**src/rtl/counter_pkg.sv**
```systemverilog
// Shared definitions for the counter library: FSM state encoding and the
// default counter width used by down_counter_load.
package counter_pkg;

    localparam int DEFAULT_WIDTH = 4;

    typedef enum logic [1:0] {
        IDLE    = 2'd0,
        RUN     = 2'd1,
        EXPIRED = 2'd2
    } state_e;

endpackage

```
**src/rtl/down_counter_load.sv**
```systemverilog
// Loadable down counter with terminal-count detection, used as a programmable
// delay/timer. A load of a non-zero value starts a count-down. Each enabled
// cycle decrements q. When q reaches 0 by counting, done pulses for one cycle
// and expired is set sticky until the next load or reset.
//
// Optional build macro DOWN_COUNTER_AUTO_RELOAD_EN: on expiry the counter
// reloads the last loaded value and keeps running. This gives a periodic
// strobe every N enabled cycles.
module down_counter_load
    import counter_pkg::*;
#(
    parameter int WIDTH = DEFAULT_WIDTH
) (
    input  logic             clk,
    input  logic             rst_n,
    input  logic             load,
    input  logic             en,
    input  logic [WIDTH-1:0] d,
    output logic [WIDTH-1:0] q,
    output logic             busy,
    output logic             done,
    output logic             expired
);

    state_e           state_q, state_d;
    logic [WIDTH-1:0] count_q, count_d;
    logic             done_q, done_d;
    logic             expired_q, expired_d;

`ifdef DOWN_COUNTER_AUTO_RELOAD_EN
    logic [WIDTH-1:0] reload_q;
`endif

    // Next-state decode with priority load > en > hold; q never wraps below 0
    always_comb begin
        state_d   = state_q;
        count_d   = count_q;
        done_d    = 1'b0;
        expired_d = expired_q;
        if (load) begin
            count_d   = d;
            expired_d = 1'b0;
            state_d   = (d != '0) ? RUN : IDLE;
        end else if ((state_q == RUN) && en) begin
            if (count_q == WIDTH'(1)) begin
`ifdef DOWN_COUNTER_AUTO_RELOAD_EN
                count_d = reload_q;
                state_d = RUN;
`else
                count_d = '0;
                state_d = EXPIRED;
`endif
                done_d    = 1'b1;
                expired_d = 1'b1;
            end else begin
                count_d = count_q - WIDTH'(1);
            end
        end
    end

    // State and count register
    always_ff @(posedge clk or negedge rst_n) begin
        if (!rst_n) begin
            state_q <= IDLE;
            count_q <= '0;
        end else begin
            state_q <= state_d;
            count_q <= count_d;
        end
    end

    // Flag register: done is a one-cycle pulse, expired is sticky
    always_ff @(posedge clk or negedge rst_n) begin
        if (!rst_n) begin
            done_q    <= 1'b0;
            expired_q <= 1'b0;
        end else begin
            done_q    <= done_d;
            expired_q <= expired_d;
        end
    end

`ifdef DOWN_COUNTER_AUTO_RELOAD_EN
    // Reload register remembers the most recent load value for periodic restart
    always_ff @(posedge clk or negedge rst_n) begin
        if (!rst_n) begin
            reload_q <= '0;
        end else if (load) begin
            reload_q <= d;
        end
    end
`endif

    assign q       = count_q;
    assign busy    = (state_q == RUN);
    assign done    = done_q;
    assign expired = expired_q;

endmodule
```
**config.mk**
```make
export PLATFORM = sky130hd
export DESIGN_NAME = down_counter_load
export DESIGN_NICKNAME = d
export VERILOG_FILES = /design/src/rtl/counter_pkg.sv /design/src/rtl/down_counter_load.sv
export SDC_FILE = /design/constraint.sdc
export NUM_CORES = 1
export LEC_CHECK = 0
export CAP_MARGIN = 20
export CORE_AREA = 2 2 39 41
export CTS_CLUSTER_SIZE = 28
export DETAILED_ROUTE_END_ITERATION = 7
export DIE_AREA = 0 0 41 43
export DONT_BUFFER_PORTS = 1
export PLACE_DENSITY_LB_ADDON = 0.08
export RECOVER_POWER = 100
export SLEW_MARGIN = 20
export SYNTH_ARGS = -nofsm -noshare
export SYNTH_HDL_FRONTEND = slang
export SYNTH_SLANG_ARGS = --single-unit
export TNS_END_PERCENT = 20
```
**constraint.sdc**
```tcl
create_clock -name clk -period 4.3 [get_ports clk]
set_input_delay 0.43 -clock clk [delete_from_list [all_inputs] [get_ports clk]]
set_output_delay 0.43 -clock clk [all_outputs]
set_load 0.02 [all_outputs]
```
==> results of run 1 <==
## synthesized netlist by cell type
library cell  n
o41ai_1       2
o21ai_0       2
nand3b_1      2
buf_2         1
o31ai_1       1
or3_1         1
nor2b_1       3
a221o_1       1
ha_1          2
or4_1         2
nand3_1       1
nand2_1       3
dfrtp_1       7
nor4b_1       1
nand2b_1      1
o311ai_0      1
nand4b_1      1
nor2_1        1
a21oi_1       1
xnor2_1       1
inv_1         3
## final cells by class
type                            instances  area [um^2]
Sequential cell                         7          175
Timing Repair Buffer                    1         10.0
Multi-Input combinational cell         27          191
Inverter                                3         11.3
Clock buffer                            4         26.3
Tap cell                               16         20.0
Fill cell                             157          950
## worst max-delay path, delay by kind of cell, from the launching register on
family | cells | cell delay [ns]
buffers and inverters | 1 | 0.12
and+or+nand+nor | 3 | 0.96
adders and majority gates | 1 | 0.21
DFF | 1 | 0.51
## path summary, 6_finish.rpt
check / start / endpoint / slack, ns / depth (start not counted)
worst min register to register: state_q[0]$_DFFE_PN0P_ / state_q[0]$_DFFE_PN0P_ / 0.58 / 2
max in group asynchronous: rst_n / q[1]$_DFFE_PN0P_ / 3.54 / 1
worst min-delay path: load / done$_DFF_PN0_ / 0.23 / 1
min in group asynchronous: rst_n / done$_DFF_PN0_ / 0.51 / 1
worst max register to register: q[1]$_DFFE_PN0P_ / q[3]$_DFFE_PN0P_ / 2.43 / 5
worst max-delay path: q[1]$_DFFE_PN0P_ / q[3]$_DFFE_PN0P_ / 2.43 / 5
## flip-flops by register name (all words and copies together) (netlist names)
name and count:
done 1, expired 1, q 4, state_q 1
## placed cells by master, fill, tap and decap left out
| cell type | count |
|---|---|
| dfrtp_1 | 7 |
| inv_1 | 3 |
| nor2b_1 | 3 |
| nand2_1 | 3 |
| clkbuf_4 | 3 |
| nand3b_1 | 2 |
| o21ai_0 | 2 |
| o41ai_1 | 2 |
| or4_1 | 2 |
| ha_1 | 2 |
| nand2b_1 | 1 |
| or3_1 | 1 |
| nor2_1 | 1 |
| o311ai_0 | 1 |
| xnor2_1 | 1 |
| nand3_1 | 1 |
| a21oi_1 | 1 |
| o31ai_1 | 1 |
| nand4b_1 | 1 |
| nor4b_1 | 1 |
| a221o_1 | 1 |
| clkbuf_1 | 1 |
| dlygate4sd3_1 | 1 |
## metal layers
layer	wire [um]	vias up
li1	-	149
met1	380	158
met2	476	13
met3	98	5
met4	23	0
met5	0	-
## kinds of logic (layout without fill, tap and decap cells)
group | after synthesis | after routing
AO/OA/AOI/OAI | 8 | 8
XOR/XNOR | 1 | 1
adder cells (fa/ha/maj) | 2 | 2
buffers and inverters | 4 | 8
flip-flops | 7 | 7
AND/OR/NAND/NOR | 16 | 16
## through the flow
stage / hold WS (ns) / area, um^2
global placement: 0.135 / 398
floorplan: 0.134 / 383
detailed placement: 0.135 / 398
global route: 0.216 / 434
CTS: 0.227 / 434
finish: 0.231 / 434
## report_power, final
part	internal (W)	switching (W)
sequential	0.0000720	0.0000159
clock	0.0000356	0.0000271
combinational	0.0000118	0.0000134
total	0.000119	0.0000564
==> run summary, run 1 <==
Status -> completed
Fin worst setup slack -> 2.43 ns
Fmax achieved -> 533 MHz
Nature of the critical path endpoint -> flip-flop
Adder-Cell Fraction of Synth Area -> 6.54%
Pwr Density -> 405 nW/um^2
Finished Core Util -> 31.4%
# IOs -> 15
Global-route wire length before repair -> 1560 um
Finish-stage setup viols -> 0
CP max-delay cell -> dfrtp_1
RSZ-0062 raised after global routing -> false
Share of the synthesized area in the top cell type -> 45.8%
Vias/cell -> 5.60
Total Routing Usage GR -> 14.3%
Synth Cell Area -> 383 um^2
Final Max Slew Viols -> 0
Clk_lat worst skew -> 0.26 ns
Placed cell count -> 53
GPL Wtd Cong -> 0.655
Die area -> 1760 um^2
H-tree depth -> 1
Critical path data arrival time -> 2.07 ns
Post-Syn Nets -> 48
Post-Synth Simple-Gate Area -> 25.8%
Drt drc -> 0
Setup TNS -> 0 ns
CTS clock-pin slew for the worst setup and hold paths -> 0.06 ns
Chip height -> 43 um
Top post-synthesis cells by area -> dfrtp_1 46%, ha_1 6.5%, nor2b_1 4.9%, o41ai_1 4.6%, nand3b_1 3.9%
Initial Util -> 27.7%
Hold Path Class -> in2reg
DRT Wirelength -> 978 um
Startpoint class of the critical path -> flip-flop
Area delta synth->final -> 13.4%
Worst Path Required -> 4.49 ns
Static leakage -> 0.176 nW
Max-slew headroom -> 73.4%
FP Rows -> 14
Routed Antenna Nets -> 0
Top cell by count, worst path -> or4_1
Max cap viols -> 0
Tot Pwr -> 0.000176 W
Worst vdd ir -> 203 uV
Fin crit share -> 43.6%
Sequential share of the synthesized area -> 45.8%
Met3 usage -> 9.95%
Syn Inst Count -> 38
Hold_buf cts -> 1
Cell taking the most area after synthesis -> dfrtp_1
Initial antenna violation count -> 0
CTS Buf Count -> 3
CP Max Fanout -> 5
Mapped Avg Cell Area -> 10.1 um^2
Remaining Overflow, GRT -> 0
Count of cell types in the netlist -> 21
Vias -> 325
Setup repair bufs after CTS -> 0
Slowest stage delay, CP -> 0.51 ns
Pre-antenna DRT Iters -> 4
Die Wd -> 41 um
Largest net degree at the start of global routing -> 16
Most Crowded Layer GR -> met2
Fin crit period -> 1.87 ns
Xor/xnor cell area share of the yosys netlist -> 2.29%
Met2 GRT Util -> 20.3%
Clock Sinks -> 7
Register bit count reported by yosys -> 7
Clk_skew -> 0.00111 ns
Compound-gate portion of the synthesized area -> 15.4%
Final std cells w/o fill -> 58
WS Path Type -> reg2reg
Wire length per cell -> 16.9 um
Largest family of logic cells by synthesized area -> simple AND/OR/NAND/NOR gates
Critical Path, Cell by Cell -> inv_1 > ha_1 > or4_1 > or4_1 > nand3_1
Post_cts resized -> 0
Mux contribution to synthesized area -> 0%
Fin. Hold Viols -> 0
CTS Buffer Depth -> 2
CTS tree -> done
Worst-margin pin slew -> 0.398 ns
Layout cell share with drive strength beyond 1 -> 7.14%
Diode count -> 0
Vias in the first global route -> 313
Dpl ws -> 2.45 ns
Grt met1 use -> 14.8%
Initial DRC Count -> 4
Nets -> 53
CTS root buffer -> clkbuf_4
Core outline area -> 1380 um^2
Buffers added on ports -> 0
Ys Warns -> 0
Note: power is estimated with default switching activity, not from simulation.
==> run 2: changes to the inputs <==
==> constraint.sdc (replaced) <==
create_clock -name clk -period 1.93 [get_ports clk]
set_input_delay 0.193 -clock clk [delete_from_list [all_inputs] [get_ports clk]]
set_output_delay 0.193 -clock clk [all_outputs]
set_load 0.02 [all_outputs]
==> run summary, run 2 (synthesis results as in run 1) <==
FP Rows -> 14
Fin crit share -> 86.8%
Hpwl dp -> 757 um
Worst Path Required -> 2.11 ns
Critical path data arrival time -> 1.86 ns
Clk_skew -> 0.000150 ns
Multi-input gate area -> 191 um^2
Largest net degree at the start of global routing -> 16
Buffers added on ports -> 0
Fin crit period -> 1.67 ns
Pwr Density -> 854 nW/um^2
CTS clock-pin slew for the worst setup and hold paths -> 0.05 ns
WS Path Type -> reg2reg
Tot Pwr -> 0.000394 W
Max-slew headroom -> 73.3%
Area post-placement -> 413 um^2
CP Max Fanout -> 4
CTS Buf Count -> 3
Worst vdd ir -> 304 uV
DRT Wirelength -> 1000 um
Fmax achieved -> 597 MHz
GPL Wtd Cong -> 0.645
Fin worst setup slack -> 0.255 ns
Reg area -> 175 um^2
CTS Buffer Depth -> 2
Fillers -> 151
Vias/cell -> 5.16
Finished Core Util -> 33.4%
# IOs -> 15
Max cap viols -> 0
Core outline area -> 1380 um^2
Layout cell share with drive strength beyond 1 -> 6.52%
Die area -> 1760 um^2
Design area -> 462 um^2
CTS tree -> done
Commonest non-fill, non-tap cell in the layout -> dfrtp_1
Static leakage -> 0.186 nW
Global-route wire length before repair -> 1610 um
Clock Sinks -> 7
Die Wd -> 41 um
Total Routing Usage GR -> 14.2%
Area delta synth->final -> 20.6%
Final Max Slew Viols -> 0
Fin. Hold Viols -> 0
Initial antenna violation count -> 0
Clk_lat worst skew -> 0.25 ns
Remaining Overflow, GRT -> 0
Wire length per cell -> 16.2 um
Initial Util -> 27.7%
Max FFs per register -> 4
Hold Path Class -> in2reg
CTS root buffer -> clkbuf_4
Nature of the critical path endpoint -> flip-flop
Routed Antenna Nets -> 0
Drt drc -> 0
Setup repair bufs after CTS -> 0
Vias in the first global route -> 330
Dpl ws -> 0.310 ns
Vias -> 320
Status -> completed
Nets -> 57
Diode count -> 0
Worst-margin pin slew -> 0.399 ns
Post_cts resized -> 0
H-tree depth -> 1
Hold_buf cts -> 2
Pre-antenna DRT Iters -> 4
Setup TNS -> 0 ns
Initial DRC Count -> 6
Chip height -> 43 um
RSZ-0062 raised after global routing -> false
Startpoint class of the critical path -> flip-flop
Finish-stage setup viols -> 0
[run 2: worst paths after layout]
check / from / endpoint / slack [ns] / depth (start not counted)
min reg2reg: state_q[0]$_DFFE_PN0P_ / state_q[0]$_DFFE_PN0P_ / 0.59 / 2
max: q[1]$_DFFE_PN0P_ / q[3]$_DFFE_PN0P_ / 0.26 / 4
max in group asynchronous: rst_n / q[0]$_DFFE_PN0P_ / 1.40 / 1
max reg2reg: q[1]$_DFFE_PN0P_ / q[3]$_DFFE_PN0P_ / 0.26 / 4
min in group asynchronous: rst_n / done$_DFF_PN0_ / 0.28 / 1
min: load / state_q[0]$_DFFE_PN0P_ / 0.06 / 1
[run 2: final cells by class]
| class | count | area share, % |
|---|---|---|
| Sequential cell | 7 | 37.9 |
| Inverter | 3 | 2.44 |
| Clock buffer | 4 | 5.69 |
| Timing Repair Buffer | 5 | 8.13 |
| Multi-Input combinational cell | 27 | 41.5 |
| Tap cell | 16 | 4.34 |
[run 2: worst max-delay path, stage by stage, from the launching register on]
cell and delay (ns):
dfrtp_1 0.37, clkbuf_1 0.20, or4_1 0.54, or4_1 0.41
nand3_1 0.09
[run 2: where the power goes]
part           internal [W]  switching, W   total, W
Combinational     0.0000319     0.0000457  0.0000775
Sequential         0.000161     0.0000220   0.000183
Clock             0.0000790     0.0000552   0.000134
Total              0.000272      0.000123   0.000394
[run 2: routing by layer]
layer | vias to the layer above | GRT usage [%] | share of wire, %
li1 | 156 | - | -
met1 | 153 | 17.9 | 42
met2 | 11 | 19.4 | 49
met3 | 0 | 7.85 | 8.3
met4 | 0 | 6.00 | 0
met5 | - | 0 | 0
[run 2: per-stage QoR]
step                      hold slack [ns]  std cells
final                              0.0561         62
after CTS                         0.00344         61
after global placement             -0.102         55
after detailed placement           -0.102         55
after floorplan                    -0.103         38
after global routing               0.0358         62
==> run 3: changes to the inputs <==
--- a/config.mk
+++ b/config.mk
@@ -12,7 +12,6 @@
 export DIE_AREA = 0 0 41 43
 export DONT_BUFFER_PORTS = 1
 export PLACE_DENSITY_LB_ADDON = 0.08
-export RECOVER_POWER = 100
 export SLEW_MARGIN = 20
 export SYNTH_ARGS = -nofsm -noshare
 export SYNTH_HDL_FRONTEND = slang
==> run summary, run 3 (synthesis results as in run 1) <==
Max FFs per register -> 4
Largest net degree at the start of global routing -> 16
Tot Pwr -> 0.000400 W
Design area -> 469 um^2
CTS root buffer -> clkbuf_4
Fin crit period -> 1.63 ns
Drt drc -> 0
Commonest non-fill, non-tap cell in the layout -> dfrtp_1
Worst Path Required -> 2.11 ns
Critical path data arrival time -> 1.81 ns
FF-to-FF Start -> q[1]$_DFFE_PN0P_
Initial antenna violation count -> 0
Finish-stage setup viols -> 0
Core outline area -> 1380 um^2
Hold Path Class -> in2reg
Die area -> 1760 um^2
Final Max Slew Viols -> 0
Hold wc startpoint -> load
Global-route wire length before repair -> 1610 um
CTS Buf Count -> 3
Max-slew headroom -> 73.3%
Total Routing Usage GR -> 14.2%
Initial DRC Count -> 6
FP Rows -> 14
Finished Core Util -> 33.9%
Startpoint class of the critical path -> flip-flop
Initial Util -> 27.7%
DRT Wirelength -> 1010 um
Nature of the critical path endpoint -> flip-flop
CTS Buffer Depth -> 2
Fillers -> 152
Area post-placement -> 413 um^2
RSZ-0062 raised after global routing -> false
# IOs -> 15
WS Path Type -> reg2reg
CTS clock-pin slew for the worst setup and hold paths -> 0.05 ns
GPL Wtd Cong -> 0.645
Area delta synth->final -> 22.5%
Diode count -> 0
Worst vdd ir -> 304 uV
Vias -> 321
Layout cell share with drive strength beyond 1 -> 10.9%
Worst Setup SP -> q[1]$_DFFE_PN0P_
CTS tree -> done
Die Wd -> 41 um
Status -> completed
Clk_lat worst skew -> 0.25 ns
Hpwl dp -> 757 um
Chip height -> 43 um
Fin crit share -> 84.5%
Post_cts resized -> 0
CP Max Fanout -> 2
H-tree depth -> 1
Pre-antenna DRT Iters -> 4
Vias in the first global route -> 330
Routed Antenna Nets -> 0
Max cap viols -> 0
Vias/cell -> 5.18
Fin. Hold Viols -> 0
Buffers added on ports -> 0
Worst-margin pin slew -> 0.399 ns
Static leakage -> 0.194 nW
Fmax achieved -> 613 MHz
Nets -> 57
Wire length per cell -> 16.3 um
Remaining Overflow, GRT -> 0
Clk_skew -> 0.000217 ns
Pwr Density -> 852 nW/um^2
Clock Sinks -> 7
Setup TNS -> 0 ns
## run 3: layout make-up
| type | count | area [um^2] | area share (%) |
|---|---|---|---|
| inverter | 3 | 11.3 | 2.40 |
| clock buffer | 4 | 26.3 | 5.60 |
| sequential | 7 | 175 | 37.3 |
| tap | 16 | 20.0 | 4.27 |
| multi-input combinational | 27 | 191 | 40.8 |
| timing repair buffer | 5 | 45.0 | 9.60 |
## run 3: where the power goes
part	internal (W)	switching [W]	leakage, nW
clock network	0.0000790	0.0000551	0.0150
registers	0.000161	0.0000223	0.0872
logic	0.0000370	0.0000459	0.0916
## run 3: through the flow
stage / hold WS, ns / worst slack [ns] / std cells
floorplan: -0.103 / 0.200 / 38
global route: 0.0358 / 0.267 / 62
detailed placement: -0.102 / 0.310 / 55
global placement: -0.102 / 0.346 / 55
finish: 0.0563 / 0.299 / 62
CTS: 0.00344 / 0.287 / 61
## run 3: timing repair
| item | in CTS | in global routing |
|---|---|---|
| hold buffers | 2 | 1 |
| hold endpoints to repair | 8 | 1 |
| buffers inserted | 0 | 0 |
## run 3: path summary, 6_finish.rpt
kind | to | slack (ns) | cells past startpoint
setup / recovery | q[3]$_DFFE_PN0P_ | 0.30 | 5
min in group asynchronous | done$_DFF_PN0_ | 0.28 | 1
setup reg to reg | q[3]$_DFFE_PN0P_ | 0.30 | 5
hold reg to reg | state_q[0]$_DFFE_PN0P_ | 0.59 | 2
hold / removal | state_q[0]$_DFFE_PN0P_ | 0.06 | 1
max in group asynchronous | q[3]$_DFFE_PN0P_ | 1.40 | 1
## run 3: worst max-delay path: stages (launching register included)
cell     delay (ns)
dfrtp_1        0.34
inv_1          0.06
ha_1           0.21
or4_1          0.46
or4_1          0.41
nand3_1        0.09
## run 3: metal layers
layer	share of wire, %	vias up	track usage (%)
li1	-	156	-
met1	43	154	17.9
met3	7.9	0	7.85
met2	49	11	19.4
met5	0	-	0
met4	0	0	6.00
